<file path="src/rtl/mux_sel_pipe.sv">
// mux_sel_pipe: registered N-channel selector (In/Sel/Mode/InValid in, InReady/Out/OutSel/OutValid/Err out) with round-robin scan and out-of-range flag
module mux_sel_pipe #(
  parameter int WIDTH = 16,
  parameter int N = 4,
  parameter int SELW = 2
) (
  input  logic               CLK,
  input  logic               Reset,
  input  logic [N*WIDTH-1:0] In,
  input  logic [SELW-1:0]    Sel,
  input  logic               Mode,
  input  logic               InValid,
  output logic               InReady,
  output logic [WIDTH-1:0]   Out,
  output logic [SELW-1:0]    OutSel,
  output logic               OutValid,
  input  logic               OutReady,
  output logic               Err
);
  localparam logic [SELW:0] LAST = (SELW+1)'(N-1);
  logic [SELW-1:0] ptr, eff, ptr_nxt;
  logic [WIDTH-1:0] data;
  logic accept, oor;
  assign InReady = !OutValid || OutReady;
  assign accept = InValid && InReady;
  assign eff = Mode ? ptr : Sel;
  assign oor = {1'b0, eff} > LAST;
  assign ptr_nxt = ({1'b0, eff} >= LAST) ? '0 : eff + SELW'(1);
  always_comb begin
    data = '0;
    for (int i = 0; i < N; i++) data = (eff == SELW'(i)) ? In[i*WIDTH +: WIDTH] : data;
  end
  always_ff @(posedge CLK or posedge Reset)
    if (Reset) begin
      Out <= '0;
      OutSel <= '0;
      OutValid <= 1'b0;
      Err <= 1'b0;
      ptr <= '0;
    end else if (accept) begin
      Out <= data;
      OutSel <= eff;
      OutValid <= 1'b1;
      Err <= oor;
      ptr <= ptr_nxt;
    end else if (OutReady) OutValid <= 1'b0;
endmodule

</file>
<file path="config.mk">
export PLATFORM = sky130hd
export DESIGN_NAME = mux_sel_pipe
export DESIGN_NICKNAME = d
export VERILOG_FILES = /design/src/rtl/mux_sel_pipe.sv
export SDC_FILE = /design/constraint.sdc
export NUM_CORES = 1
export LEC_CHECK = 0
export ABC_AREA = 1
export CORE_AREA = 2 2 68 70
export DETAILED_ROUTE_END_ITERATION = 8
export DIE_AREA = 0 0 70 72
export GPL_TIMING_DRIVEN = 1
export HOLD_SLACK_MARGIN = 0.05
export PLACE_DENSITY_LB_ADDON = 0.3
export SLEW_MARGIN = 10
export SYNTH_ARGS = -nofsm -noshare
export SYNTH_HDL_FRONTEND = slang
export SYNTH_SLANG_ARGS = --single-unit
</file>
<file path="constraint.sdc">
create_clock -name CLK -period 2.5 [get_ports CLK]
set_input_delay 0.5 -clock CLK [delete_from_list [all_inputs] [get_ports CLK]]
set_output_delay 0.5 -clock CLK [all_outputs]
set_load 0.05 [all_outputs]
</file>
* Word level (Yosys, flattened, before mapping)
Index checks and enable logic that the tools add are counted.
Widths: inputs -> output; s select.
** Storage, ports and cells
- Input bits :: 71
- Bits in registers :: 21
- Logic and storage cells :: 22
- Output and inout port bits :: 21
** Operators by class
- Add/sub/neg operators :: 1
- Equal/unequal tests :: 3
- Reduce and logical (&&, ||, !) cells :: 5
- Multiplexer cells :: 8
- Magnitude comparators :: 1
** Operator list (count)
- $mux 16 :: 4
- $eq 2x2->1 const B :: 2
- $mux 2 :: 2
- $add 2x1->2 const B :: 1
- $eq 2x1->1 const B :: 1
- $ge 2x2->1 const B :: 1
- $logic_not 2->1 :: 1
- $mux 1 :: 2
- $reduce_bool 2->1 :: 1
- $logic_and 1x1->1 :: 1
- $logic_not 1->1 :: 1
- $logic_or 1x1->1 :: 1

* Depth between registers and ports, before layout
- Word-level depth :: 6
- Depth in mapped cells :: 12
- Depth with buffers taken out :: 10

* Least setup slack after synthesis
No wires, ideal clock.
- Path kind :: reg2out
- Start :: reg OutValid
- End :: out InReady
- Cell stages (with the launch flop) :: 4
- Data arrival time :: 1.170 ns
- Setup slack :: 0.830 ns
- Cell sequence :: dfrtp_1 > nand2_2 > buf_6 > buf_2
** On the way
- Word-level cells in the longest chain between the ends :: 2
** RTL lines
- from (decl) :: line 16 : output logic OutValid,
- from (signal assigned) :: line 37 : OutValid <= 1'b0;
- from (signal assigned) :: line 43 : OutValid <= 1'b1;
- from (signal assigned) :: line 46 : end else if (OutReady) OutValid <= 1'b0;
- $logic_not 1->1 :: line 24 : assign InReady = !OutValid || OutReady;
- $logic_or 1x1->1 :: line 24
- to (decl) :: line 13 : output logic InReady,
No other way between the ends.

* Worst setup path in the final report
- Start :: in Mode
- End :: reg Out[1]
** On the way
- Word-level cells in the longest chain between the ends :: 6
- Elaborated cells between the ends (all ways) :: 9
- Classes of those cells :: 3 x eq/ne; 5 x mux; 1 x reduce/logical
** RTL lines
- from (decl) :: line 11 : input logic Mode,
- $mux 2 (*) :: line 26 : assign eff = Mode ? ptr : Sel;
- via eff[1] :: line 21 : logic [SELW-1:0] ptr, eff, ptr_nxt;
- $logic_not 2->1 :: line 31 : for (int i = 0; i < N; i++) data = (eff == SELW'(i)) ? In[i*WIDTH +: WIDTH] : data;
- $mux 16 (3 in series) :: line 31
- $mux 16 (*) :: line 31
- to (signal assigned) :: line 41 : Out <= data;
- to (decl) :: line 14 : output logic [WIDTH-1:0] Out,
Mark *: on every way through the listed nets, which the timed path passes. The rest lies on a longest branch.
A chain may end at the register's enable or synchronous reset.

==> reports/metrics.yaml <==
die_h_um: 72
antenna_found_initial: 0
filler_cell_count: 400
async_flop_share_pct: 100
coreArea_um2: 4260
postCtsResizedCells: 0
grt_pass1_wl_mm: 7.64
hpwl_mm: 3.72
syn_area_um2: 1670
die-area_um2: 5040
yosys-mux-area-fraction_pct: 0
synth_compound_area_share_pct: 5.39
setup_ws_ps: 286
finalCritPeriodShare_pct: 88.6
routed_wl_mm: 4.59
io_buffer_count: 90
cp.arrival_ps: 2370
rsz0062_at_grt: "no"
drv_cap: 0
dr.first_iter.drc_count: 116
ant_nets: 0
place_inst: 410
drt-vias-per-instance: 4.46
grt_use_total_pct: 18.7
worstPathMaxFanout: 17
cts_buffers: 3
cp-end-kind: "register"
die_w_um: 70
grt_max_degree: 25
cts_setup_buffers: 0
initial_utilization_pct: 39.2
area.growth.synth_to_final_pct: 56.1
drive_above_1_share_pct: 4.14
yosysUniqueCellTypes: 17
insertion_delay_ps: 260
synth_area_per_cell_um2: 5.95
hold_viol: 0
overflow: 0
netlist_instances: 281
fin_cells: 414
finalSetupViolations: 0
vias: 1845
ir_drop_uv: 233
cp-start-kind: "input port"
synth_ff_type: "dfrtp_1"
status: "completed"
synth_largest_area_cell: "dfrtp_1"
yosys.area_share.simple_pct: 43.4
gp_congestion: 0.799
grt_pass1_vias: 1725
max_freq_mhz: 452
hold_class: "reg2reg"
netlist_top_cells_count: "nand2_1, inv_1, nand3_1"
clk_path_buf_depth: 2
nNetsFinal: 438
synthTopCellsByArea: "dfrtp_1, nand2_1, nand3_1, inv_1, nor2_1"
synth-xor-area-share_pct: 0
critPathKind: "in2reg"
drc_errors: 0
synth_edf_count: 0
worst_slew_pin_slew_ps: 771
cts_tree: "built"
required_ps: 2660
ioPinCount: 92
yosysMostFrequentCell: "nand2_1"
synth_top_family_by_area: "simple AND/OR/NAND/NOR gates"
clkTransAtPathRegs_ps: 80
antenna_cells: 0
synth_fa_ha_area_share_pct: 2.99
post-route-min-period_ps: 2210
cellLeakagePower_nw: 1.43
root_buffer: "clkbuf_8"
holdBufCountCts: 0
drtPass1Iterations: 4
clock_sinks: 21
synth_seq_cells: 21
place_worst_setup_slack_ps: 21.0
tns_ps: 0
syn_nets: 356
power_density_nw_per_um2: 645
max_slew_margin_pct: 48.5
wl_per_cell_um: 11.1
ys_seq_area_share_pct: 31.4
yosysTopAreaCellShare_pct: 31.4
htreeDepth: 1
drv_slew: 0
ys_warn_count: 0
placementRows: 24
skew_ps: 5.34
[cell families (layout without fill, tap and decap cells)]
family / after synthesis / in the layout
other: 1 / 1
buffers and inverters: 60 / 141
AO/OA/AOI/OAI: 18 / 18
AND/OR/NAND/NOR: 177 / 177
flip-flops: 21 / 21
adder cells (fa/ha/maj): 4 / 4
[worst max-delay path, stage by stage]
cell	delay, ps
clkdlybuf4s50_1	490
inv_1	60
nand2_1	50
nand2_1	80
inv_1	100
ha_1	510
inv_2	240
nand3_1	130
nand2_1	60
nand2_1	90
nand2_1	50
[area by class of cell]
type / count / area (um^2) / area share [%]
multi-input cells: 200 / 870 / 33.3
flip-flops and latches: 21 / 526 / 20.1
repair buffers: 95 / 948 / 36.3
well taps: 52 / 65.1 / 2.49
clock buffers: 4 / 45.0 / 1.72
inverters: 42 / 158 / 6.04
[metal layers]
layer | vias up | GRT usage (%) | wire, um
li1 | 999 | - | -
met1 | 766 | 25.9 | 2130
met2 | 75 | 30.4 | 2030
met3 | 5 | 2.36 | 358
met4 | 0 | 6.41 | 71
met5 | - | 0 | 0
[power breakdown]
group          total (mW)  switching, mW  internal [mW]  leakage (nW)
registers           0.486         0.0564          0.430         0.263
logic               0.977          0.612          0.365          1.15
clock network       0.221          0.107          0.114        0.0228
[final timing paths]
check | endpoint | from | depth (start not counted) | slack, ps
worst max-delay path | Out[1] | Mode | 11 | 290
min in group asynchronous | Out[8] | Reset | 2 | 680
worst min register to register | ptr[1] | ptr[1] | 2 | 500
worst max register to register | Out[1] | ptr[1] | 9 | 670
worst min-delay path | ptr[1] | ptr[1] | 2 | 500
max in group asynchronous | Out[6] | Reset | 2 | 1340
[sequential cells by signal, indices dropped and copies added (netlist names)]
name      flops
Out          16
OutSel        2
ptr           2
OutValid      1
[per-stage QoR]
step	cell area [um^2]	hold WS, ps	util [%]	power (mW)
floorplan	1670	449	-	1.11
global placement	2570	478	60.2	1.46
detailed placement	2570	483	60.2	1.47
CTS	2610	503	61.2	1.69
global route	2610	519	61.2	1.79
finish	2610	504	61.2	1.68
[placed cells by master, fill, tap and decap left out]
cell and instances:
nand2_1 110, clkdlybuf4s50_1 89, inv_1 39, nand3_1 34, nor2_1 30, dfrtp_1 21
a21oi_1 16, buf_4 5, ha_1 4, inv_2 3, clkbuf_8 3, o21ai_0 2
nand2_2 1, nand3_4 1, or2_2 1, conb_1 1, clkbuf_1 1, buf_12 1
Note: power is estimated with default switching activity, not from simulation.
==> patch 1: new RTL, same flow settings <==
Register the input `Mode` before use, with the module's reset. The logic sees it one clock later. The other inputs are not delayed to match. Comments in the files are not updated.
--- a/src/rtl/mux_sel_pipe.sv
+++ b/src/rtl/mux_sel_pipe.sv
@@ -19,4 +19,15 @@
 );
   localparam logic [SELW:0] LAST = (SELW+1)'(N-1);
+
+  logic Mode_q;
+
+  always_ff @(posedge CLK or posedge Reset) begin
+    if (Reset) begin
+      Mode_q <= '0;
+    end else begin
+      Mode_q <= Mode;
+    end
+  end
+
   logic [SELW-1:0] ptr, eff, ptr_nxt;
   logic [WIDTH-1:0] data;
@@ -24,5 +35,5 @@
   assign InReady = !OutValid || OutReady;
   assign accept = InValid && InReady;
-  assign eff = Mode ? ptr : Sel;
+  assign eff = Mode_q ? ptr : Sel;
   assign oor = {1'b0, eff} > LAST;
   assign ptr_nxt = ({1'b0, eff} >= LAST) ? '0 : eff + SELW'(1);
Function: changed (a bounded check fails within 4 cycles, from zero or initial values and one cycle with Reset high).
==> patch 1 against the unedited design <==
  * Clock skew decreased by 0.58 ps
  * Final area rose by 1.1%
  * Wire length is 9.0% higher
  * Area after synthesis increased by 1.5%
  * Setup slack improved by 65 ps
  * Power is 1.5% higher
  * Sequential cell count up 1
  * Critical endpoint is now Out[6]$_DFFE_PP0P_
  * Largest power group unchanged
==> patch 1: results (changes against the unedited design) <==
# clock sinks: 22 (+4.8%)
1st-pass router iterations: 4 (unchanged)
cell count after synthesis: 282 (+0.36%)
Commonest cells post-synth: nand2_1, inv_1, nand3_1, nor2_1, dfrtp_1
pre-CTS setup slack: 102.0 ps (+80.99 ps)
vias in the first global route: 1,739 (+0.81%)
max incr delay on CP: 540 ps (+30 ps)
DRT iter0 DRCs: 110 (-5.2%)
Vias: 1,894 (+2.7%)
IO buf count: 90 (unchanged)
worst slew pin tran: 594.5 ps (-176.8 ps)
peak supply drop: 0.2283 mV (-2.2%)
first-pass GRT wire length: 8128 um (+6.4%)
pin count of the biggest net entering global routing: 23 (-8.0%)
Lkg Pwr: 0.001449 uW (+1.1%)
synth top area cells: dfrtp_1, nand2_1, nand3_1
post-synthesis sequential area ratio: 32.42% (+1.0 points)
gr usage total: 19.78% (+1.1 points)
Post-Route Skew: 4.754 ps (-0.5834 ps)
# fillers: 423 (+5.8%)
Detail Placement HPWL: 3856 um (+3.8%)
Synth Area in Compound Gates: 5.306% (-0.079 points)
wire per inst: 12.07 um (+8.8%)
gpl congestion: 0.8360 (+4.7%)
Clock Latency Late Sink: 260 ps (about the same)
Adder-Cell Fraction of Synth Area: 2.948% (-0.044 points)
Net Count, Synth: 357 (+0.28%)
placed insts: 412 (+0.49%)
status: finished, final reports clean
Via-to-Cell Ratio: 4.564 (+2.4%)
## patch 1: worst max-delay path: cells and delay by family
family        cells  cell delay, ps
simple gates      6             520
buf+inv           3             740
fa+ha+maj         1             540
## patch 1: power by group through the flow
stage / Clock, uW / Combinational [uW] / Sequential [uW]
after global placement: 0 / 970 / 512
final: 220 / 982 / 507
after floorplan: 0 / 343 / 788
after CTS: 222 / 985 / 505
after global routing: 231 / 1060 / 515
after detailed placement: 0 / 980 / 511
## patch 1: final timing paths
path                                    start                   to  cells after the start  slack (ps)
setup / recovery                       Sel[1]   Out[6]$_DFFE_PP0P_                     10         350
hold / removal             ptr[1]$_DFFE_PP0P_   ptr[1]$_DFFE_PP0P_                      2         490
setup reg to reg             Mode_q$_DFF_PP0_   Out[6]$_DFFE_PP0P_                     10         550
hold reg to reg            ptr[1]$_DFFE_PP0P_   ptr[1]$_DFFE_PP0P_                      2         490
min in group asynchronous               Reset  Out[10]$_DFFE_PP0P_                      3         580
max in group asynchronous               Reset   Out[4]$_DFFE_PP0P_                      3        1690
## patch 1: per-layer routing
metal / track usage [%] / up-vias / routed length [um]
li1: - / 1002 / -
met1: 30.13 / 810 / 2486
met2: 29.74 / 78 / 2141
met3: 2.222 / 4 / 336
met4: 5.556 / 0 / 43
met5: 0 / - / 0
## patch 1: per-stage QoR
step	power, uW	area, um^2	utilization, %
after floorplan	1131	1698	-
after global placement	1482	2599	60.94
after detailed placement	1491	2599	60.94
after CTS	1712	2640	61.91
after global routing	1810	2640	61.91
final	1709	2640	61.91
## patch 1: area by class of cell
type	count	area (um^2)	share of cell area (%)
Tap cell	52	65.06	2.464
Clock buffer	3	41.29	1.564
Inverter	42	157.7	5.972
Multi-Input combinational cell	200	869.6	32.94
Sequential cell	22	550.5	20.85
Timing Repair Buffer	96	955.9	36.21
==> patch 2: new RTL, same flow settings <==
Made on the original files. `SELW`: 2 -> 4.
--- a/src/rtl/mux_sel_pipe.sv
+++ b/src/rtl/mux_sel_pipe.sv
@@ -3,5 +3,5 @@
   parameter int WIDTH = 16,
   parameter int N = 4,
-  parameter int SELW = 2
+  parameter int SELW = 4
 ) (
   input  logic               CLK,
Ports: changed (resized OutSel and Sel); port bits go from 92 to 96. No check against the original RTL was run, so the function may have changed too.
==> patch 2 against the unedited design <==
  * Final area grew 16%
  * Wire length rose by 26%
  * Power shrank 2.5%
  * Largest power group unchanged
  * Maximum frequency is 1.3% higher
  * Sequential cell count rose by 5
  * Final cell count increased by 8.2%
  * Clock power up 64%
  * Via count increased by 21%
  * Area after synthesis is 17% higher
  * Clock skew decreased by 1.6 ps
  * Setup slack better by 29 ps
==> patch 2: results (changes against the unedited design) <==
P_seq: 519 uW (+6.8%)
met2 GRT Util: 42.12% (+12 points)
GR Layer Usage met3: 5.417% (+3.1 points)
peak supply drop: 0.2607 mV (+12%)
gr usage total: 24.27% (+5.6 points)
M1 GR Usage: 30.53% (+4.6 points)
routed wl met2: 2794 um (+38%)
sequential cell count: 26 (+24%)
pin count of the biggest net entering global routing: 35 (+40%)
Net Count, Synth: 385 (+8.1%)
first-pass GRT wire length: 9867 um (+29%)
status: finished, final reports clean
gpl congestion: 0.8205 (+2.8%)
cell internal pwr: 998.2 uW (+9.9%)
fraction of area in clock buffers and inverters: 2.363% (+0.64 points)
M1 WL: 2445 um (+15%)
met3 routed WL: 446 um (+25%)
multi-input logic area: 0.001007 mm^2 (+16%)
post-synthesis sequential area ratio: 33.33% (+1.9 points)
Inverters, non-clock: 48 (+14%)
IO buf count: 95 (+5.6%)
clock buffers: 3 (-1)
Post-Route Skew: 3.767 ps (-1.571 ps)
Distinct cells, synth: 21 (+4)
Clock Latency Late Sink: 280 ps (+20 ps)
vias in the first global route: 2,223 (+29%)
Via-to-Cell Ratio: 4.973 (+12%)
Data buffer area share: 34.49% (-1.8 points)
wire per inst: 12.91 um (+16%)
Clk pwr share: 22.1% (+9.0 points)
Commonest cells post-synth: nand2_1, inv_1, a21oi_1, nand4_1, dfrtp_1
Crit-path slowest cell: clkdlybuf4s50_1
layout cells sized above 1: 5.051% (+0.91 points)
#MultiIn Comb: 214 (+7.0%)
Detail Placement HPWL: 4240 um (+14%)
## patch 2: cell types whose count changed in the layout (fill, tap and decap cells not counted), sizes merged, moves of 5 or more
| cell | change |
|---|---|
| o21ai | +5 |
| nand4 | +32 |
| nand3 | -34 |
| dfrtp | +5 |
| a21oi | +16 |
| nor2 | -6 |
| clkdlybuf4s50 | +5 |
| inv | +5 |
## patch 2: metrics by stage
step | hold slack [ps] | setup slack, ps | std cells | instance area [um^2] | power, uW
final | 488.5 | 314.7 | 448 | 3018 | 1642
after global routing | 524.8 | 20.88 | 448 | 3018 | 1736
after CTS | 491.5 | 308.7 | 448 | 3018 | 1647
after detailed placement | 465.8 | 15.66 | 444 | 2947 | 1286
after global placement | 463.1 | 77.46 | 444 | 2947 | 1277
after floorplan | 460.1 | 541.7 | 308 | 1952 | 982.1
## patch 2: final timing paths
path / startpoint / endpoint / depth (start not counted)
setup / recovery: Mode / Out[2]$_DFFE_PP0P_ / 11
hold reg to reg: Out[3]$_DFFE_PP0P_ / Out[3]$_DFFE_PP0P_ / 2
setup reg to reg: ptr[0]$_DFFE_PP0P_ / Out[2]$_DFFE_PP0P_ / 12
hold / removal: Out[3]$_DFFE_PP0P_ / Out[3]$_DFFE_PP0P_ / 2
min in group asynchronous: Reset / Out[9]$_DFFE_PP0P_ / 3
max in group asynchronous: Reset / Out[5]$_DFFE_PP0P_ / 3
## patch 2: logic make-up (layout without fill, tap and decap cells)
kind of cell / count (synthesis) / count (layout) / share of synthesized area, %
buffers and inverters: 68 / 156 / 15.06
flip-flops: 26 / 26 / 33.33
adder cells (fa/ha/maj): 4 / 4 / 2.564
AND/OR/NAND/NOR: 170 / 170 / 38.72
AO/OA/AOI/OAI: 40 / 40 / 10.32
